## src/rtl/btn_debounce.sv

```systemverilog
// ============================================================================
// Module   : btn_debounce
// Purpose  : Synchronise and debounce an active-low push-button; emit press,
//            release and long-press one-cycle pulses plus a debounced level.
// Revision : 1.0 - initial release
// ============================================================================
`default_nettype none

module btn_debounce #(
  parameter int SYNC_STAGES     = 2,
  parameter int DEBOUNCE_CYCLES = 50000,
  parameter int LONG_CYCLES     = 25000000,
  parameter int CNT_WIDTH       = 25
) (
  input  logic clk,
  input  logic rst,
  input  logic btn_n,
  output logic pressed,
  output logic press,
  output logic release_pulse,
  output logic long
);

  typedef enum logic [1:0] {
    IDLE      = 2'd0,
    PRESSING  = 2'd1,
    HELD      = 2'd2,
    RELEASING = 2'd3
  } state_t;

  localparam logic [CNT_WIDTH-1:0] DEB_LAST  = CNT_WIDTH'(DEBOUNCE_CYCLES - 1);
  localparam logic [CNT_WIDTH-1:0] LONG_LAST = CNT_WIDTH'(LONG_CYCLES - 1);
  localparam logic [CNT_WIDTH-1:0] CNT_MAX   = {CNT_WIDTH{1'b1}};
  localparam logic [CNT_WIDTH-1:0] CNT_ONE   = CNT_WIDTH'(1);

  logic [SYNC_STAGES-1:0] sync_q;
  logic                   s;

  state_t                 state_q, state_d;
  logic [CNT_WIDTH-1:0]   deb_q, deb_d;
  logic [CNT_WIDTH-1:0]   hold_q, hold_d;
  logic [CNT_WIDTH-1:0]   hold_inc;
  logic                   armed_q, armed_d;
  logic                   pressed_q, pressed_d;
  logic                   press_q, press_d;
  logic                   rel_q, rel_d;
  logic                   long_q, long_d;

  // Chain resets to 1 so a pad already held at reset release reads as a new press.
  always_ff @(posedge clk or posedge rst) begin
    if (rst) begin
      sync_q <= {SYNC_STAGES{1'b1}};
    end else begin
      sync_q <= {sync_q[SYNC_STAGES-2:0], btn_n};
    end
  end

  assign s        = ~sync_q[SYNC_STAGES-1];
  assign hold_inc = (hold_q == CNT_MAX) ? hold_q : hold_q + CNT_ONE;

  always_ff @(posedge clk or posedge rst) begin
    if (rst) begin
      state_q   <= IDLE;
      deb_q     <= '0;
      hold_q    <= '0;
      armed_q   <= 1'b0;
      pressed_q <= 1'b0;
      press_q   <= 1'b0;
      rel_q     <= 1'b0;
      long_q    <= 1'b0;
    end else begin
      state_q   <= state_d;
      deb_q     <= deb_d;
      hold_q    <= hold_d;
      armed_q   <= armed_d;
      pressed_q <= pressed_d;
      press_q   <= press_d;
      rel_q     <= rel_d;
      long_q    <= long_d;
    end
  end

  always_comb begin
    state_d   = state_q;
    deb_d     = deb_q;
    hold_d    = hold_q;
    armed_d   = armed_q;
    pressed_d = pressed_q;
    press_d   = 1'b0;
    rel_d     = 1'b0;
    long_d    = 1'b0;

    // Hold time keeps running through a release bounce, so a glitch does not delay long.
    if (state_q == HELD || state_q == RELEASING) begin
      hold_d = hold_inc;
      if (armed_q && (hold_inc >= LONG_LAST)) begin
        long_d  = 1'b1;
        armed_d = 1'b0;
      end
    end

    case (state_q)
      IDLE: begin
        if (s) begin
          if (DEBOUNCE_CYCLES == 1) begin
            state_d   = HELD;
            pressed_d = 1'b1;
            press_d   = 1'b1;
            hold_d    = '0;
            armed_d   = 1'b1;
          end else begin
            state_d = PRESSING;
            deb_d   = CNT_ONE;
          end
        end
      end
      PRESSING: begin
        if (!s) begin
          state_d = IDLE;
          deb_d   = '0;
        end else if (deb_q == DEB_LAST) begin
          state_d   = HELD;
          deb_d     = '0;
          pressed_d = 1'b1;
          press_d   = 1'b1;
          hold_d    = '0;
          armed_d   = 1'b1;
        end else begin
          deb_d = deb_q + CNT_ONE;
        end
      end
      HELD: begin
        if (!s) begin
          if (DEBOUNCE_CYCLES == 1) begin
            state_d   = IDLE;
            pressed_d = 1'b0;
            rel_d     = 1'b1;
          end else begin
            state_d = RELEASING;
            deb_d   = CNT_ONE;
          end
        end
      end
      RELEASING: begin
        if (s) begin
          state_d = HELD;
          deb_d   = '0;
        end else if (deb_q == DEB_LAST) begin
          state_d   = IDLE;
          deb_d     = '0;
          pressed_d = 1'b0;
          rel_d     = 1'b1;
        end else begin
          deb_d = deb_q + CNT_ONE;
        end
      end
      default: begin
        state_d = IDLE;
        deb_d   = '0;
      end
    endcase
  end

  assign pressed       = pressed_q;
  assign press         = press_q;
  assign release_pulse = rel_q;
  assign long          = long_q;

endmodule

`default_nettype wire
```

## config.mk

```make
export PLATFORM = sky130hd
export DESIGN_NAME = btn_debounce
export DESIGN_NICKNAME = d
export VERILOG_FILES = /design/src/rtl/btn_debounce.sv
export SDC_FILE = /design/constraint.sdc
export NUM_CORES = 1
export LEC_CHECK = 0
export BUFFER_PORTS_ARGS = -buffer_cell sky130_fd_sc_hd__buf_2
export CAP_MARGIN = 20
export CORE_MARGIN = 8
export CORE_UTILIZATION = 32
export DETAILED_ROUTE_END_ITERATION = 6
export PLACE_DENSITY = 0.47
export SYNTH_ARGS = -nofsm -noshare
export SYNTH_HDL_FRONTEND = slang
export SYNTH_SLANG_ARGS = --single-unit
```

## constraint.sdc

```tcl
create_clock -name clk -period 3.7 [get_ports clk]
set_input_delay 0.74 -clock clk [delete_from_list [all_inputs] [get_ports clk]]
set_output_delay 0.74 -clock clk [all_outputs]
set_load 0.1 [all_outputs]
```

# Yosys cells after proc, flatten, opt, wreduce, memory -nomap -nowiden
# Index checks and enable logic that the tools add are counted.
totals:
  input_bits: 3
  output_inout_bits: 4
  wordCells: 67
  reg_bits: 59
classes:
  n_eq_ne: 13
  n_mux: 35
  reduce_logical: 7
  order_cmp: 1
  add_sub_neg: 2
op_table:
  columns: ["cell", "n"]
  rows:
  - ["two-way mux 25 bit", 10]
  - ["one-hot mux 25 bit (4 select lines)", 1]
  - ["adder 25 x 1 -> 25 bit (second input constant)", 2]
  - ["equality test 25 x 16 -> 1 bit (second input constant)", 1]
  - ["equality test 25 bit (second input constant)", 1]
  - [">= comparator 25 bit (second input constant)", 1]
  - ["two-way mux 1 bit", 16]
  - ["two-way mux 2 bit", 6]
  - ["!= test 2 bit (second input constant)", 5]
  - ["one-hot mux 2 bit (4 select lines)", 1]
  - ["AND reduction 5 bit", 1]
  - ["equality test 2 bit (second input constant)", 2]
  - ["AND reduction 4 bit", 1]
  - ["!= test 3 x 2 -> 1 bit (second input constant)", 1]
  - ["!= test 3 bit (second input constant)", 1]
  - ["equality test 2 x 1 -> 1 bit (second input constant)", 1]
  - ["logical NOT 2 bit", 1]
  - ["!= test 2 x 1 -> 1 bit (second input constant)", 1]
  - ["one-hot mux 1 bit (2 select lines)", 1]
  - ["AND reduction 2 bit", 1]
  - ["nonzero test 2 bit", 1]
  - ["logical AND 1 bit", 1]
  - ["logical OR 1 bit", 1]

# Logic depth before layout (Yosys ltp)
# Gate-level depths: netlist (run 1).
depth:
  word_depth: 9
  ltp_mapped: 10
  mapped_depth_nobuf: 8

# Worst setup path after synthesis (run 1)
# No wires, ideal clock.
synth_timing:
  path_type: "flip-flop to flip-flop"
  startpoint: "register deb_q[21]"
  endpoint: "register hold_q[24]"
  path_stages_with_launch: 9
  t_required_ns: 3.581
  setup_time_ns: 0.119
  period_less_slack_ns: 2.425
  path_buffers: 2
  t_arrival_ns: 2.306
  path_slack_ns: 1.275
  path_cell_list: "dfrtp_1 -> or4_1 -> or3_1 -> or3_1 -> or2_1 -> buf_2 -> buf_2 -> a21oi_1 -> nor2_1"
synth_via:
  elab_chain_len: 4
synth_lines:
  columns: ["element", "line_no", "rtl"]
  rows:
  - ["start: declaration", "40", "logic [CNT_WIDTH-1:0] deb_q, deb_d;"]
  - ["start signal: assignment", "64", "deb_q <= '0;"]
  - ["start signal: assignment", "73", "deb_q <= deb_d;"]
  - ["equality test 25 x 16 -> 1 bit", "121", "end else if (deb_q == DEB_LAST) begin"]
  - ["two-way mux 25 bit", "121", null]
  - ["two-way mux 25 bit", "118", "if (!s) begin"]
  - ["two-way mux 25 bit", "102", "case (state_q)"]
  - ["net hold_d[24]", "41", "logic [CNT_WIDTH-1:0] hold_q, hold_d;"]
  - ["end signal: assignment", "74", "hold_q <= hold_d;"]
  - ["end: declaration", "41", null]
# The timed path passes the listed nets, and every way through them passes these cells.
# A chain may end at the register's enable or synchronous reset.

# Worst setup path in the final report (run 1)
layout_timing:
  startpoint: "register deb_q[21]"
  endpoint: "register hold_q[22]"
# The elaborated chain is that of the path after synthesis.

==> results of run 1 <==
[report_power, final]
group / switching, mW / internal [mW]
Sequential: 0.0105 / 0.654
Clock: 0.287 / 0.336
Combinational: 0.0453 / 0.0172
[synth_stat cells (2+ instances only)]
cell | count | area [um^2]
a21o_1 | 4 | 30.0
a21oi_1 | 12 | 60.1
a31o_2 | 2 | 17.5
a31oi_1 | 5 | 31.3
and2_1 | 4 | 25.0
and3_1 | 9 | 56.3
and3_2 | 2 | 15.0
and4_1 | 4 | 35.0
buf_2 | 3 | 15.0
buf_4 | 4 | 30.0
clkbuf_1 | 12 | 45.0
dfrtp_1 | 57 | 1430
dfstp_2 | 2 | 52.6
ha_1 | 2 | 25.0
inv_1 | 8 | 30.0
mux2i_1 | 3 | 30.0
nand2_1 | 41 | 154
nand3_1 | 35 | 175
nand4_1 | 9 | 56.3
nand4b_1 | 2 | 17.5
nor2_1 | 38 | 143
nor2b_1 | 4 | 25.0
nor3_1 | 7 | 35.0
nor4_1 | 9 | 56.3
o21a_1 | 2 | 15.0
o21ai_0 | 50 | 250
o31ai_1 | 8 | 60.1
or2_2 | 2 | 12.5
or3_1 | 3 | 18.8
or4_1 | 2 | 15.0
xnor2_1 | 16 | 140
xor2_1 | 17 | 149
[worst paths after layout]
| check | startpoint | endpoint | slack (ps) | cells past startpoint |
|---|---|---|---|---|
| worst max-delay path | deb_q[21] | hold_q[22] | 960 | 6 |
| worst min-delay path | sync_q[0] | sync_q[1] | 370 | 0 |
| worst max register to register | deb_q[21] | hold_q[22] | 960 | 6 |
| worst min register to register | sync_q[0] | sync_q[1] | 370 | 0 |
| max in group asynchronous | rst | deb_q[7] | 2350 | 3 |
| min in group asynchronous | rst | hold_q[4] | 500 | 2 |
[through the flow]
step	hold WS [ps]	instance area (um^2)	worst slack, ps	power (mW)
floorplan	345	3480	1270	0.723
global placement	346	3630	1000	0.741
detailed placement	347	3630	969	0.741
CTS	370	3840	946	1.38
global route	378	3840	744	1.41
finish	369	3840	960	1.35
[worst max-delay path, stage by stage (launching register included)]
cell	delay (ps)
dfrtp_1	420
or4_1	510
or3_1	410
or3_1	360
or2_1	470
and3_1	300
a21o_1	150
[routing by layer]
metal / GRT usage, % / part of all wire [%]
met1: 14.4 / 48
met2: 20.6 / 48
met3: 2.80 / 3.0
met4: 3.98 / 1.2
met5: 0 / 0
[layout make-up]
| cell class | count | area (um^2) |
|---|---|---|
| clock buffers | 10 | 138 |
| well taps | 140 | 175 |
| clock inverters | 6 | 70.1 |
| inverters | 9 | 33.8 |
| fillers | 1122 | 6900 |
| repair buffers | 12 | 75.1 |
| multi-input cells | 316 | 1870 |
| flip-flops and latches | 59 | 1480 |
[sequential cells by signal (all words and copies together) (netlist names), named ones only]
register,flops
sync_q,2
state_q,1
long,1
release_pulse,1
hold_q,25
pressed,1
press,1
deb_q,25
armed_q,1
[cells by family after synthesis]
| kind of cell | share of synthesized area, % |
|---|---|
| multiplexers | 0.862 |
| AND/OR/NAND/NOR | 27.3 |
| AO/OA/AOI/OAI | 16.5 |
| buffers and inverters | 3.88 |
| XOR/XNOR | 8.29 |
| flip-flops | 42.4 |
| adder cells (fa/ha/maj) | 0.718 |
==> flow_metrics.tcl, run 1 <==
set metrics [dict create \
    worstSetupStartpointType "flip-flop" \
    fin_tns_setup_ps 0 \
    dpl.hpwl_mm 5.53 \
    grt.total_usage_pct 12.0 \
    cts_tree "built" \
    status "finished, final reports clean" \
    synth_nets 409 \
    ys_seq_area_share_pct 42.4 \
    cts.clk_slew.worst_paths_ps 80 \
    vias 2916 \
    core_um2 10700 \
    cp_max_fo 16 \
    syn_area_um2 3480 \
    dieHeight_um 120 \
    place_inst 536 \
    drv_slew 0 \
    maxSlewHeadroom_pct 41.5 \
    synth_seq_cells 59 \
    powerDensity_nw_per_um2 352 \
    worst_slew_pin_slew_ps 869 \
    rows 38 \
    p_leak_nw 1.58 \
    final_nets 412 \
    hold_class "flip-flop to flip-flop" \
    final_antenna_net_count 0 \
    htree_levels 3 \
    period_minus_slack_ps 2740 \
    hold_viol_final 0 \
    irDropWorstVdd_uv 165 \
    yosys_warnings 0 \
    die_area_um2 14500 \
    cts_setup_buffers 0 \
    async_flop_share_pct 100 \
    critPathKind "flip-flop to flip-flop" \
    fin_crit_sh_pct 74.1 \
    crit_required_ps 3940 \
    end_kind "flip-flop" \
    synth_edf_count 0 \
    syn-instance-count 404 \
    fin_cells 552 \
    start_util_pct 32.4 \
    cts_resized 0 \
    fin_util_pct 35.7 \
    final_cell_mix "dfrtp_1 (57), o21ai_0 (50), nand2_1 (41)" \
    wl_mm 8.15 \
    cts_made_buffers 9 \
    postCtsHoldBufs 0 \
    globalplace.congestion 0.822 \
    drc_errors 0 \
    port-buffer-count 6 \
    synth_flop_cell "dfrtp_1" \
    clock-root-buffer "clkbuf_8" \
    cts_sinks 59 \
    finClkSkew_ps 15.4 \
    rsz0062_at_grt "false" \
    vias_per_cell 5.28 \
    fmax_ghz 0.365 \
    grt_pass1_vias 2884 \
    first_pass_iters 4 \
    synth_cell_types 58 \
    clk_latency_ps 350 \
    ios 7 \
    avgSynthCellArea_um2 8.63 \
    grt_pass1_wl_mm 14.2 \
    max-cap-violations 0 \
    drt_iter0_drc 205 \
    grt_overflow 0 \
    drive_gt1_share_pct 10.4 \
    grt_max_degree 34 \
    worstPathArrival_ps 2980 \
    layout_commonest_cell "dfrtp_1" \
    antennaDiodeCount 0 \
    antenna_found_initial 0 \
    clk_path_buf_depth 2 \
    setup_violations 0 \
    post_drt_wl_per_cell_um 14.8 \
    synthToLayoutAreaGrowth_pct 10.2 \
    die_x_um 120 \
]
Note: power is estimated with default switching activity, not from simulation.
==> run 2, diff against run 1 <==
--- a/config.mk
+++ b/config.mk
@@ -10,7 +10,7 @@
 export CORE_MARGIN = 8
 export CORE_UTILIZATION = 32
 export DETAILED_ROUTE_END_ITERATION = 6
-export PLACE_DENSITY = 0.47
+export PLACE_DENSITY = 0.49
 export SYNTH_ARGS = -nofsm -noshare
 export SYNTH_HDL_FRONTEND = slang
 export SYNTH_SLANG_ARGS = --single-unit
==> constraint.sdc (replaced) <==
create_clock -name clk -period 2.35 [get_ports clk]
set_input_delay 0.47 -clock clk [delete_from_list [all_inputs] [get_ports clk]]
set_output_delay 0.47 -clock clk [all_outputs]
set_load 0.1 [all_outputs]
==> run 2 against run 1 <==
- sequential cell count is the same
- sequential share of layout area shrank 6.2 points
- clock skew grew 1.8 ps
- the run now ends with setup timing left
- first-iteration DRC count shrank 20%
==> flow_metrics.tcl, run 2 (synthesized netlist as in run 1, its figures left out) <==
set metrics [dict create \
    fin_crit_sh_pct 102 \
    rr_worst_depth 7 \
    worst_slew_pin_slew_ps 506 \
    switchingPower_mw 0.521 \
    post_drt_wl_per_cell_um 14.7 \
    r2r_slack_ps -40 \
    crit_start "deb_q[24]" \
    comb_power_share_pct 6.9 \
    fillers 1086 \
    rr_startpoint "deb_q[24]" \
    powerDensity_nw_per_um2 465 \
    worst_path_max_delay_cell "or4_4" \
    cts_sinks 59 \
    grt_overflow 0 \
    synthToLayoutAreaGrowth_pct 31.2 \
    violations "setup timing" \
    swShare_pct 24.5 \
    clk_path_buf_depth 2 \
    grt_pass1_vias 3085 \
    hold_ws_ps 180 \
    fin_tns_setup_ps -279 \
    p_clk_share_pct 44.0 \
    ios 7 \
    cp_common_cell "or3_4" \
    vias_per_cell 5.13 \
    final_cell_mix "buf_4 (81), dfrtp_1 (57), nand2_1 (41)" \
    dpl.hpwl_mm 6.24 \
    htree_levels 3 \
    worstSetupStartpointType "flip-flop" \
    cts_made_buffers 9 \
    wl_mm 9.31 \
    drv_slew 0 \
    globalplace.congestion 0.801 \
    vias 3241 \
    dieHeight_um 120 \
    grt.total_usage_pct 12.9 \
    core_um2 10700 \
    p_int_mw 1.60 \
    worstPathArrival_ps 2600 \
    critPathKind "flip-flop to flip-flop" \
    crit_required_ps 2560 \
    final_antenna_net_count 0 \
    path_cells "or4_4 > or3_4 > or3_4 > or2_4 > buf_12 > nor2_4 > nor2_1" \
    clock-root-buffer "clkbuf_8" \
    die_area_um2 14500 \
    place_area_um2 4240 \
    irDropWorstVdd_uv 234 \
    cts.clk_slew.worst_paths_ps 70 \
    postCtsHoldBufs 0 \
    max-cap-violations 0 \
    layout_commonest_cell "buf_4" \
    drc_errors 0 \
    design_area_um2 4570 \
    finClkSkew_ps 17.2 \
    cp_slowest_stage_delay_ps 530 \
    hold_viol_final 0 \
    worst_slack_ps -39.5 \
    clk_latency_ps 340 \
    cts_tree "built" \
    port-buffer-count 6 \
    end_kind "flip-flop" \
    period_minus_slack_ps 2390 \
    maxSlewHeadroom_pct 66.2 \
    fmax_ghz 0.419 \
    start_util_pct 32.4 \
    cp_max_fo 14 \
    p_leak_nw 2.01 \
    antennaDiodeCount 0 \
    crit_end "hold_q[8]" \
    grt_pass1_wl_mm 15.4 \
    grt_max_degree 60 \
    rows 38 \
    status "complete, but fails checks" \
    hold_class "primary input to async pin" \
    first_pass_iters 4 \
    rsz0062_at_grt "true" \
    drt_iter0_drc 164 \
    drive_gt1_share_pct 28.7 \
    antenna_found_initial 0 \
    seqPwrFrac_pct 49.0 \
    setup_violations 12 \
    final_nets 492 \
    reg2reg_to "hold_q[8]" \
    top_regs "deb_q: 25 flops, hold_q: 25 flops, sync_q: 2 flops" \
    die_x_um 120 \
]
run 2: cell types whose count changed in the layout (fill, tap and decap cells not counted), sizes merged:
cell    delta
clkbuf     +2
inv        -3
buf       +78
clkinv     +2
nor2       +1
run 2: cell type report:
class                      count  area, um^2  area share [%]
multi-input combinational    317        1970            43.0
sequential                    59        1480            32.3
timing repair buffer          91         723            15.8
tap                          140         175            3.83
clock buffer                  11         141            3.09
clock inverter                 5        53.8            1.18
inverter                       9        33.8           0.739
run 2: repair_timing:
action / CTS / global route
cloned: 1 / 1
buffers inserted: 1 / 3
gates resized for setup: 5 / 32
endpoints found under the setup margin: 37 / 37
pin swaps: 3 / 7
run 2: routing by layer:
layer	GRT usage [%]	vias up	share of wire [%]
met5	0	-	0
met4	4.61	0	1.4
met3	2.10	11	2.5
met2	21.0	50	48
met1	17.1	1555	48
li1	-	1625	-
run 2: worst min path at each step:
stage / depth (start not counted) / end / startpoint
5_1_grt: 3 / hold_q[1] / rst
3_3_place_gp: 0 / sync_q[1] / sync_q[0]
2_1_floorplan: 0 / sync_q[1] / sync_q[0]
4_1_cts: 3 / hold_q[17] / rst
6_report: 3 / hold_q[1] / rst
3_5_place_dp: 0 / sync_q[1] / sync_q[0]
run 2: critical path, delay by kind of cell, from the launching register on:
kind,cells,cell delay [ps]
simple gates,6,1730
flops,1,380
buf+inv,1,160
run 2: per-stage QoR:
step / std cells / setup slack (ps) / total power [mW] / utilization [%]
finish: 632 / -39.5 / 2.12 / 42.6
CTS: 628 / -60.4 / 2.13 / 41.5
global placement: 610 / -93.0 / 1.19 / 39.4
detailed placement: 610 / -154 / 1.19 / 39.4
floorplan: 404 / -0.381 / 1.14 / -
global route: 632 / -112 / 2.21 / 42.6
run 2: power groups by stage:
stage / sequential (mW) / combinational, mW / clock (mW)
detailed placement: 1.06 / 0.132 / 0
CTS: 1.04 / 0.132 / 0.960
global placement: 1.06 / 0.130 / 0
global route: 1.04 / 0.164 / 1.00
floorplan: 1.06 / 0.0776 / 0
finish: 1.04 / 0.147 / 0.936
